<file path="src/rtl/mau_pkg.sv">
// Shared types and default sizes for the memory access unit.
// Contents: request size encoding, FSM state encoding, default address/data
// widths and the read-address bias of the downstream data memory.
package mau_pkg;

  localparam int unsigned ADDR_W_DEFAULT  = 6;   // 64 words
  localparam int unsigned DATA_W_DEFAULT  = 32;
  localparam int unsigned RD_BIAS_DEFAULT = 5;   // memory returns rf[rd_addr-5]

  // Encoding 2'd3 is reserved and reported as an error.
  typedef enum logic [1:0] {
    SZ_BYTE = 2'd0,
    SZ_HALF = 2'd1,
    SZ_WORD = 2'd2
  } size_e;

  typedef enum logic [1:0] {
    ST_IDLE  = 2'd0,
    ST_READ  = 2'd1,
    ST_WRITE = 2'd2,
    ST_RESP  = 2'd3
  } state_e;

endpackage

</file>
<file path="src/rtl/mau_lane_align.sv">
// Combinational byte-lane steering for a 32-bit little-endian word.
// Ports:
//   old_word  in  32  word currently in memory
//   new_data  in  32  store data, right-aligned
//   lane      in  2   byte offset within the word (addr[1:0])
//   size      in  2   SZ_BYTE / SZ_HALF / SZ_WORD
//   sgn       in  1   sign-extend the load result
//   merged    out 32  old_word with the addressed lanes replaced by new_data
//   load_word out 32  addressed lanes of old_word, sign/zero extended
module mau_lane_align
  import mau_pkg::*;
(
  input  logic [31:0] old_word,
  input  logic [31:0] new_data,
  input  logic [1:0]  lane,
  input  logic [1:0]  size,
  input  logic        sgn,
  output logic [31:0] merged,
  output logic [31:0] load_word
);

  logic [7:0]  byte_sel;
  logic [15:0] half_sel;

  always_comb begin
    merged    = old_word;
    load_word = old_word;
    byte_sel  = old_word[{lane, 3'b000} +: 8];
    half_sel  = old_word[{lane[1], 4'b0000} +: 16];
    case (size)
      SZ_BYTE: begin
        merged[{lane, 3'b000} +: 8] = new_data[7:0];
        load_word = {{24{sgn & byte_sel[7]}}, byte_sel};
      end
      SZ_HALF: begin
        // Halves live in lanes {1,0} or {3,2}; addr[0] was already rejected.
        merged[{lane[1], 4'b0000} +: 16] = new_data[15:0];
        load_word = {{16{sgn & half_sel[15]}}, half_sel};
      end
      default: begin
        merged    = new_data;
        load_word = old_word;
      end
    endcase
  end

endmodule

</file>
<file path="src/rtl/mem_access_unit.sv">
// Load/store front end for the word-addressed data memory.
// Accepts byte/half/word requests over valid/ready, checks alignment and
// range, performs sub-word stores as read-modify-write and returns extended
// load data over a response handshake.
// Ports:
//   clk, rst                        clock, synchronous active-high reset
//   req_valid/req_ready             request handshake
//   req_is_store, req_size, req_signed, req_addr, req_wdata  request fields
//   resp_valid/resp_ready           response handshake
//   resp_rdata, resp_err            response payload
//   mem_wr_addr, mem_wr_en, mem_wr_data  memory write port
//   mem_rd_addr, mem_rd_data        memory read port (address biased)
module mem_access_unit
  import mau_pkg::*;
#(
  parameter int unsigned ADDR_W  = ADDR_W_DEFAULT,
  parameter int unsigned DATA_W  = DATA_W_DEFAULT,
  parameter int unsigned RD_BIAS = RD_BIAS_DEFAULT
) (
  input  logic              clk,
  input  logic              rst,
  input  logic              req_valid,
  output logic              req_ready,
  input  logic              req_is_store,
  input  logic [1:0]        req_size,
  input  logic              req_signed,
  input  logic [31:0]       req_addr,
  input  logic [DATA_W-1:0] req_wdata,
  output logic              resp_valid,
  input  logic              resp_ready,
  output logic [DATA_W-1:0] resp_rdata,
  output logic              resp_err,
  output logic [ADDR_W-1:0] mem_wr_addr,
  output logic              mem_wr_en,
  output logic [DATA_W-1:0] mem_wr_data,
  output logic [ADDR_W-1:0] mem_rd_addr,
  input  logic [DATA_W-1:0] mem_rd_data
);

  localparam logic [ADDR_W-1:0] Bias = ADDR_W'(RD_BIAS);

  state_e              state_q, state_d;
  logic                store_q;
  logic [1:0]          size_q;
  logic                signed_q;
  logic [ADDR_W+1:0]   addr_q;
  logic [DATA_W-1:0]   wr_data_q;
  logic [DATA_W-1:0]   resp_rdata_q;
  logic                resp_err_q;
  logic                accept;
  logic                acc_err;
  logic [DATA_W-1:0]   merged;
  logic [DATA_W-1:0]   load_word;

  // Request checks, evaluated on the live request at accept time.
  always_comb begin
    acc_err = (req_addr[31:ADDR_W+2] != '0);
    case (req_size)
      SZ_BYTE: ;
      SZ_HALF: if (req_addr[0]) acc_err = 1'b1;
      SZ_WORD: if (req_addr[1:0] != 2'b00) acc_err = 1'b1;
      default: acc_err = 1'b1;
    endcase
  end

  assign accept = (state_q == ST_IDLE) && req_valid;

  always_comb begin
    state_d    = state_q;
    req_ready  = 1'b0;
    resp_valid = 1'b0;
    unique case (state_q)
      ST_IDLE: begin
        req_ready = 1'b1;
        if (req_valid) begin
          if (acc_err)                                state_d = ST_RESP;
          else if (req_is_store && req_size == SZ_WORD) state_d = ST_WRITE;
          else                                        state_d = ST_READ;
        end
      end
      ST_READ:  state_d = store_q ? ST_WRITE : ST_RESP;
      ST_WRITE: state_d = ST_RESP;
      ST_RESP: begin
        resp_valid = 1'b1;
        if (resp_ready) state_d = ST_IDLE;
      end
      default:  state_d = ST_IDLE;
    endcase
  end

  always_ff @(posedge clk) begin
    if (rst) begin
      state_q      <= ST_IDLE;
      store_q      <= 1'b0;
      size_q       <= 2'd0;
      signed_q     <= 1'b0;
      addr_q       <= '0;
      wr_data_q    <= '0;
      resp_rdata_q <= '0;
      resp_err_q   <= 1'b0;
    end else begin
      state_q <= state_d;
      if (accept) begin
        store_q      <= req_is_store;
        size_q       <= req_size;
        signed_q     <= req_signed;
        addr_q       <= req_addr[ADDR_W+1:0];
        wr_data_q    <= req_wdata;
        resp_rdata_q <= '0;
        resp_err_q   <= acc_err;
      end
      if (state_q == ST_READ) begin
        // Loads register the extended result; sub-word stores keep the merged word.
        if (store_q) wr_data_q    <= merged;
        else         resp_rdata_q <= load_word;
      end
    end
  end

  mau_lane_align u_lane_align (
    .old_word  (mem_rd_data),
    .new_data  (wr_data_q),
    .lane      (addr_q[1:0]),
    .size      (size_q),
    .sgn       (signed_q),
    .merged    (merged),
    .load_word (load_word)
  );

  assign resp_rdata  = resp_rdata_q;
  assign resp_err    = resp_err_q;
  assign mem_wr_addr = addr_q[ADDR_W+1:2];
  assign mem_rd_addr = addr_q[ADDR_W+1:2] + Bias;
  assign mem_wr_data = wr_data_q;
  // Gated by rst so an interrupted request never produces a write pulse.
  assign mem_wr_en   = (state_q == ST_WRITE) && !rst;

endmodule

</file>
<file path="config.mk">
export PLATFORM = sky130hd
export DESIGN_NAME = mem_access_unit
export DESIGN_NICKNAME = d
export VERILOG_FILES = /design/src/rtl/mau_pkg.sv /design/src/rtl/mau_lane_align.sv /design/src/rtl/mem_access_unit.sv
export SDC_FILE = /design/constraint.sdc
export NUM_CORES = 1
export LEC_CHECK = 0
export CORE_UTILIZATION = 51
export DETAILED_ROUTE_END_ITERATION = 10
export GPL_ROUTABILITY_DRIVEN = 1
export PLACE_DENSITY = 0.93
export SLEW_MARGIN = 20
export SYNTH_ARGS = -nofsm -noshare
export SYNTH_HDL_FRONTEND = slang
export SYNTH_HIERARCHICAL = 1
export SYNTH_SLANG_ARGS = --single-unit
</file>
<file path="constraint.sdc">
create_clock -name clk -period 4.5 [get_ports clk]
set_input_delay 0.45 -clock clk [delete_from_list [all_inputs] [get_ports clk]]
set_output_delay 0.45 -clock clk [all_outputs]
set_load 0.01 [all_outputs]
</file>
# == Word-level counts from Yosys, hierarchy flattened ==
# Cells that the tools add are included.
# totals
romBits,0
ramBits,0
n_memories,0
in_bits,104
latchBits,0
reg_bits,79
# op_classes
n_div,0
n_eq_ne,9
shift,6
reduce_logical,10
addsub,3
n_mux,21
n_lt_le_gt_ge,0
bitwise_logic,2
mul,0
# ops
op,count
32-bit two-way mux,6
32-bit case mux with 2 select lines,2
32-bit bitwise mux,2
"16-bit by 7-bit variable shift with 32-bit output, first input constant",1
"8-bit by 7-bit variable shift with 32-bit output, first input constant",1
16-bit by 7-bit variable part select with 32-bit output,1
32-bit by 6-bit variable part select with 16-bit output,1
32-bit by 6-bit variable part select with 8-bit output,1
8-bit by 7-bit variable part select with 32-bit output,1
24-bit nonzero test,1
5-bit negator with 7-bit output,2
2-bit two-way mux,4
2-bit case mux with 4 select lines,1
"6-bit by 3-bit adder with 6-bit output, second input constant",1
"2-bit by 1-bit equality test with 1-bit output, second input constant",3
"2-bit equality test, second input constant",3
2-bit logical NOT,3
1-bit two-way mux,5
"2-bit inequality test, second input constant",2
"4-bit by 2-bit inequality test with 1-bit output, second input constant",1
1-bit logical AND,3
1-bit case mux with 3 select lines,1
1-bit bitwise AND,2
2-bit AND reduction,1
2 further kinds,2

# == Depth between registers and ports, before layout ==
# Gate-level depths: netlist of run 1.
# logic_depth
word_depth,6
depth_mapped,11
depth_no_buf,8

# == Modules after synthesis ==
# Netlist of run 1, hierarchy kept.
# modules_own_cells
module,area_per_inst_um2,instances,cells_per_inst,seq_area_each_um2
mem_access_unit,3791.1,1,401,1581.5
mau_lane_align,1756.7,1,275,0.0

# == Worst setup path before layout of run 1 ==
# No wires, ideal clock.
# synth_path
path_kind,reg2reg
startpoint,reg addr_q[1]
endpoint,"reg wr_data_q[20], in the netlist mem_wr_data[20]"
t_required_ps,4353
arrival_time_ps,2186
path_slack_ps,2167
period_less_slack_ps,2333
path_stages_with_launch,12
cell_sequence,dfxtp_1 > buf_6 > buf_2 > inv_1 > ha_1 > nor3b_1 > and3_1 > clkbuf_1 > a2111oi_0 > a21oi_1 > nor2_1 > a311oi_2
# synth_via
elab_chain_cells,6
word_cells_on_any_way,11
# synth_rtl
item,line_no,text
start: declaration,mem_access_unit.sv:46,logic [ADDR_W+1:0] addr_q;
start signal: assignment,mem_access_unit.sv:107,addr_q <= req_addr[ADDR_W+1:0];
5-bit negator with 7-bit output (on tied branches),"mau_lane_align.sv:37, mau_lane_align.sv:32",
"16-bit by 7-bit variable part select with 32-bit output, or another cell as far along",mau_lane_align.sv:37,"merged[{lane[1], 4'b0000} +: 16] = new_data[15:0];"
32-bit bitwise mux (on tied branches),"mau_lane_align.sv:37, mau_lane_align.sv:32",
32-bit case mux with 2 select lines *,mau_lane_align.sv:30,case (size)
net merged[20],mem_access_unit.sv:52,logic [DATA_W-1:0] merged;
32-bit two-way mux *,mem_access_unit.sv:114,if (store_q) wr_data_q <= merged;
32-bit two-way mux *,mem_access_unit.sv:112,if (state_q == ST_READ) begin
end signal: assignment,mem_access_unit.sv:108,wr_data_q <= req_wdata;
end signal: assignment,mem_access_unit.sv:114,
end: declaration,mem_access_unit.sv:47,logic [DATA_W-1:0] wr_data_q;
# The timed path passes the listed nets; every way through them passes the cells marked *.
# A chain may end at the register's enable or synchronous reset.

# == Worst setup path in the final report of run 1 ==
# layout_path
startpoint,reg addr_q[1]
endpoint,"reg wr_data_q[12], in the netlist mem_wr_data[12]"
# Same word-level chain as after synthesis.

==> results.json, run 1 <==
{
  "status": "complete, no violations",
  "yosysTopAreaCellShare_pct": 28.5,
  "finalCritPeriodShare_pct": 67.0,
  "diodes": 0,
  "cts_max_level": 3,
  "cts_inserted_buffers": 9,
  "cts-root-buf": "clkbuf_8",
  "dr_total_vias": 5679,
  "worst_clock_skew_ns": 0.00789,
  "crit_chain": "inv_1 > ha_1 > a211oi_1 > a222oi_1 > inv_1 > nor2_1 > a311oi_2",
  "crit_family": "compound AO/OA/AOI/OAI gates",
  "grt_use_total_pct": 32.5,
  "dpl.hpwl_um": 13500,
  "relSlewSlack_pct": 38.3,
  "synth_common_cells": "nand2_1 (148), dfxtp_1 (79), nor2_1 (50), a21oi_1 (34)",
  "synth.most_common_cell": "nand2_1",
  "ys.warnings.count": 6,
  "synth_edf_count": 0,
  "utilization_pct": 71.2,
  "cts_setup_buffers": 0,
  "slowest_stage": "dfxtp_1",
  "clk_path_buf_depth": 2,
  "synthesis.nets": 793,
  "multiInputGateArea_sq_um": 3480,
  "cp.buffers_inverters": 2,
  "n_fill_cell": 849,
  "fp.dieH_um": 106,
  "required_ns": 4.79,
  "rsz0062_at_grt": "false",
  "final_layout_size_suffix_gt1_share_pct": 17.1,
  "finalHoldViolCount": 0,
  "worstSetupPathType": "register to register",
  "cts_tree": "yes",
  "leakagePower_nw": 2.71,
  "gp_congestion": 0.949,
  "netlist_area_sq_um": 5550,
  "endpoint_kind": "register",
  "antenna_found_initial": 0,
  "async_flop_share_pct": 0,
  "grt_max_degree": 53,
  "synth_top_area_cell": "dfxtp_1",
  "remaining_drc_errors": 0,
  "p_per_area_nw_per_um2": 430,
  "cpPeakStageDelay_ns": 0.93,
  "io_pins": 184,
  "finish.cell_count_without_fillers": 955,
  "wl_um": 18400,
  "row_count": 37,
  "hold_buffers": 0,
  "post_cts_resize_count": 0,
  "path_clk_slew_ns": 0.08,
  "area_growth_pct": 33.7,
  "cp-start-kind": "register",
  "fp.dieW_um": 106,
  "initial_utilization_pct": 53.3,
  "vias_per_cell": 5.95,
  "tightest_slew_ns": 0.924,
  "avgSynthCellArea_sq_um": 8.21,
  "overflow": 0,
  "grt_pass1_vias": 5616,
  "fmax_mhz": 331,
  "first_pass_iters": 5,
  "ys.flop_type": "dfxtp_1",
  "synthTopCellsByArea": "dfxtp_1 (29%), nand2_1 (10%), a311oi_2 (7.3%)",
  "synth_cells": 676,
  "register_area_sq_um": 1580,
  "wl_per_cell_um": 19.2,
  "io_buffers": 183,
  "cts_sinks": 79,
  "dieArea_sq_um": 11300,
  "synth.distinct_cells": 54,
  "final_max_slew_viol_count": 0,
  "ir_worst_vdd_uv": 480,
  "fin_nets": 931,
  "arrival_ns": 3.31,
  "coreArea_sq_um": 10400,
  "ant_nets": 0,
  "grt_pass1_wl_um": 28600,
  "placed_cells_incl_taps": 939,
  "clkLatencyLatePin_ns": 0.37,
  "hp-class": "register to register",
  "drt_iter0_drc": 513,
  "seq_area_frac_synth_pct": 28.5,
  "setup_tns_ns": 0,
  "setup_violations": 0,
  "crit_fanout": 20,
  "synth-seq-cells": 79,
  "critPathMostFrequentCell": "inv_1",
  "min_period_ns": 3.02,
  "maxCapViolCount": 0
}
-- per-stage QoR --
step | hold WS (ns) | setup WS (ns) | instance area (sq um) | total power [W]
4_1_cts | 0.503 | 1.51 | 7420 | 0.00318
2_1_floorplan | 0.433 | 2.17 | 5550 | 0.00214
3_3_place_gp | 0.469 | 1.71 | 7210 | 0.00257
3_5_place_dp | 0.488 | 1.53 | 7210 | 0.00262
5_1_grt | 0.535 | 1.23 | 7420 | 0.00336
6_report | 0.503 | 1.48 | 7420 | 0.00319
-- layer usage --
layer | track usage (%) | routed length (um) | part of all wire (%) | vias up
met3 | 6.93 | 1540 | 8.4 | 43
met4 | 14.8 | 586 | 3.2 | 0
met2 | 54.7 | 8900 | 48 | 306
met5 | 0 | 0 | 0 | -
li1 | - | - | - | 2663
met1 | 39.6 | 7320 | 40 | 2667
-- final timing paths --
kind	from	to	slack (ns)	cells after the start
max reg2reg	addr_q[1]$_SDFFE_PP0P_	mem_wr_data[12]$_SDFF_PP0_	1.48	7
min reg2reg	resp_err$_SDFFE_PP0P_	resp_err$_SDFFE_PP0P_	0.50	2
min	resp_err$_SDFFE_PP0P_	resp_err$_SDFFE_PP0P_	0.50	2
max	addr_q[1]$_SDFFE_PP0P_	mem_wr_data[12]$_SDFF_PP0_	1.48	7
-- kinds of logic after synthesis --
group	synth area share, %
multiplexers	4.58
flip-flops	28.5
buffers and inverters	9.02
AO/OA/AOI/OAI	28.4
AND/OR/NAND/NOR	25.9
XOR/XNOR	0.632
adder cells (fa/ha/maj)	2.93
-- state kept, by name, summed over array words and instances, names as in the netlist --
name / flops
resp_err: 1
size_q: 2
addr_q: 8
mem_wr_data: 32
store_q: 1
resp_rdata: 32
state_q: 2
signed_q: 1
-- power by group --
group / switching (W) / internal [W] / leakage [nW]
Clock: 0.000266 / 0.000300 / 0.109
Sequential: 0.000184 / 0.000831 / 0.645
Combinational: 0.000874 / 0.000735 / 1.96
Total: 0.00132 / 0.00187 / 2.71
-- area by class of cell --
type                       count  share of cell area, %
clock buffer                  13                   2.28
clock inverter                 3                  0.540
inverter                      28                   1.42
multi-input combinational    507                   46.9
sequential                    79                   21.3
tap                          136                   2.29
timing repair buffer         189                   25.3
-- layout by cell type, fill, tap and decap left out, drive strengths merged, types with 3 or more instances in the layout --
cell type	Yosys	routed
clkdlybuf4s50	0	182
nand2	159	159
nor2	81	81
dfxtp	79	79
a22oi	41	41
a21oi	34	34
a311oi	32	32
inv	27	27
o21ai	18	18
nor2b	17	17
ha	13	13
clkbuf	23	13
mux2	13	13
mux2i	10	10
nor3b	10	10
a221o	10	10
a22o	8	8
buf	39	7
a222oi	7	7
nor3	6	6
nor4	5	5
nand2b	5	5
a221oi	5	5
a2111oi	4	4
xnor2	3	3
nand3	3	3
a211oi	3	3
o22ai	3	3
and3	3	3
clkinv	1	3
-- worst min-delay path, cell delays in order, from the launching register on --
cell	delay, ns
dfxtp_1	0.33
nand3b_1	0.07
o21ai_0	0.07
Note: power is estimated with default switching activity, not from simulation.
==> run 2, diff against run 1 <==
--- a/config.mk
+++ b/config.mk
@@ -5,10 +5,10 @@
 export SDC_FILE = /design/constraint.sdc
 export NUM_CORES = 1
 export LEC_CHECK = 0
-export CORE_UTILIZATION = 51
+export CORE_UTILIZATION = 47
 export DETAILED_ROUTE_END_ITERATION = 10
 export GPL_ROUTABILITY_DRIVEN = 1
-export PLACE_DENSITY = 0.93
+export PLACE_DENSITY = 0.87
 export SLEW_MARGIN = 20
 export SYNTH_ARGS = -nofsm -noshare
 export SYNTH_HDL_FRONTEND = slang
==> constraint.sdc (replaced) <==
create_clock -name clk -period 3 [get_ports clk]
set_input_delay 0.3 -clock clk [delete_from_list [all_inputs] [get_ports clk]]
set_output_delay 0.3 -clock clk [all_outputs]
set_load 0.01 [all_outputs]
==> results.json, run 2 (synthesis gave the netlist of run 1 again) <==
{
  "finalCritPeriodShare_pct": 83.3,
  "fp.dieW_um": 111,
  "setup_tns_ns": 0,
  "cts_setup_buffers": 0,
  "worstSetupPathType": "register to register",
  "min_period_ns": 2.50,
  "io_buffers": 183,
  "maxCapViolCount": 0,
  "required_ns": 3.24,
  "p_per_area_nw_per_um2": 675,
  "register_area_sq_um": 1580,
  "crit_fanout": 36,
  "n_fill_cell": 966,
  "cts-root-buf": "clkbuf_16",
  "hp-class": "primary input to register",
  "dpl.hpwl_um": 12600,
  "total_power_w": 0.00513,
  "endpoint_kind": "register",
  "multiInputGateArea_sq_um": 3480,
  "first_pass_iters": 6,
  "stdcell_area_sq_um": 7590,
  "placed_cells_incl_taps": 952,
  "grt_use_total_pct": 28.7,
  "r2r-end": "mem_wr_data[3]$_SDFF_PP0_",
  "io_pins": 184,
  "leakagePower_nw": 2.79,
  "dr_total_vias": 5685,
  "holdPathEnd": "resp_rdata[6]$_SDFF_PP0_",
  "coreArea_sq_um": 11500,
  "setup_violations": 0,
  "tightest_slew_ns": 0.882,
  "area_growth_pct": 36.8,
  "post_cts_resize_count": 0,
  "antenna_found_initial": 0,
  "gp_congestion": 0.950,
  "vias_per_cell": 5.87,
  "overflow": 0,
  "finalHoldViolCount": 0,
  "arrival_ns": 2.74,
  "min_from": "rst",
  "cts_tree": "yes",
  "clk_path_buf_depth": 2,
  "rr_worst_depth": 7,
  "ant_nets": 0,
  "holdPathStages": 2,
  "ir_worst_vdd_uv": 1000,
  "diodes": 0,
  "status": "complete, no violations",
  "cts_max_level": 3,
  "grt_pass1_wl_um": 28400,
  "r2r_start": "addr_q[1]$_SDFFE_PP0P_",
  "wl_um": 17500,
  "hold_buffers": 0,
  "rrSetupSlack_ns": 0.50,
  "cp-start-kind": "register",
  "row_count": 39,
  "fmax_mhz": 400,
  "postPlaceCellArea_sq_um": 7270,
  "relSlewSlack_pct": 41.0,
  "remaining_drc_errors": 0,
  "grt_max_degree": 56,
  "fp.dieH_um": 111,
  "final_cell_mix": "clkdlybuf4s50_1 (182), nand2_1 (147), dfxtp_1 (78), nor2_1 (50), a21oi_1 (34)",
  "rsz0062_at_grt": "false",
  "cts_inserted_buffers": 9,
  "mostFrequentLayoutCell": "clkdlybuf4s50_1",
  "final_layout_size_suffix_gt1_share_pct": 17.7,
  "clkLatencyLatePin_ns": 0.34,
  "fin_hold_ws_ns": 0.380,
  "finish.cell_count_without_fillers": 968,
  "fin_nets": 937,
  "initial_utilization_pct": 48.4,
  "grt_pass1_vias": 5456,
  "wl_per_cell_um": 18.0,
  "drt_iter0_drc": 553,
  "dieArea_sq_um": 12200,
  "worst_clock_skew_ns": 0.00605,
  "path_clk_slew_ns": 0.06,
  "final_max_slew_viol_count": 0,
  "cts_sinks": 79
}
-- run 2: cell count changes in the layout (fill, tap and decap cells not counted) --
cell / previous run / this run
clkinvlp_4: 0 / 2
clkbuf_16: 0 / 9
bufinv_16: 1 / 2
buf_12: 0 / 1
buf_4: 7 / 12
clkbuf_8: 12 / 0
-- run 2: cell type report --
| cell class | instances | share of cell area, % |
|---|---|---|
| multi-input cells | 507 | 45.8 |
| repair buffers | 195 | 25.5 |
| flip-flops and latches | 79 | 20.9 |
| clock buffers | 10 | 3.02 |
| well taps | 143 | 2.36 |
| inverters | 28 | 1.38 |
| clock inverters | 6 | 1.12 |
-- run 2: stage by stage --
step	utilization (%)	worst slack, ns
global route	66.2	0.308
global placement	63.4	0.692
floorplan	-	0.667
finish	66.2	0.500
detailed placement	63.4	0.586
CTS	66.2	0.567
-- run 2: worst max-delay path by stage --
stage          slack (ns)                    endpoint  cells after the start              startpoint
4_1_cts              0.57   mem_wr_data[3]$_SDFF_PP0_                      7  addr_q[1]$_SDFFE_PP0P_
6_report             0.50   mem_wr_data[3]$_SDFF_PP0_                      7  addr_q[1]$_SDFFE_PP0P_
3_5_place_dp         0.59   mem_wr_data[3]$_SDFF_PP0_                      7  addr_q[1]$_SDFFE_PP0P_
5_1_grt              0.31   mem_wr_data[4]$_SDFF_PP0_                      7  addr_q[1]$_SDFFE_PP0P_
3_3_place_gp         0.69   mem_wr_data[1]$_SDFF_PP0_                      7  addr_q[1]$_SDFFE_PP0P_
2_1_floorplan        0.67  mem_wr_data[20]$_SDFF_PP0_                     11  addr_q[1]$_SDFFE_PP0P_
-- run 2: power by group --
group	internal, W	switching (W)
Clock	0.000726	0.000447
Combinational	0.00112	0.00133
Sequential	0.00125	0.000247
-- run 2: worst max-delay path, stage by stage (launching register included) --
cell      delay (ns)
dfxtp_1         0.32
buf_4           0.39
nor2b_1         0.13
or2_1           0.38
a21oi_1         0.62
a22o_1          0.25
nor2_1          0.04
a311oi_1        0.26
-- run 2: routing by layer --
layer  vias up  track usage, %  wire [um]  part of all wire (%)
li1       2678               -          -                     -
met1      2639            36.9       7220                    41
met2       321            45.3       7900                    45
met3        47            7.30       1780                    10
met4         0            12.4        560                   3.2
met5         -               0          0                     0
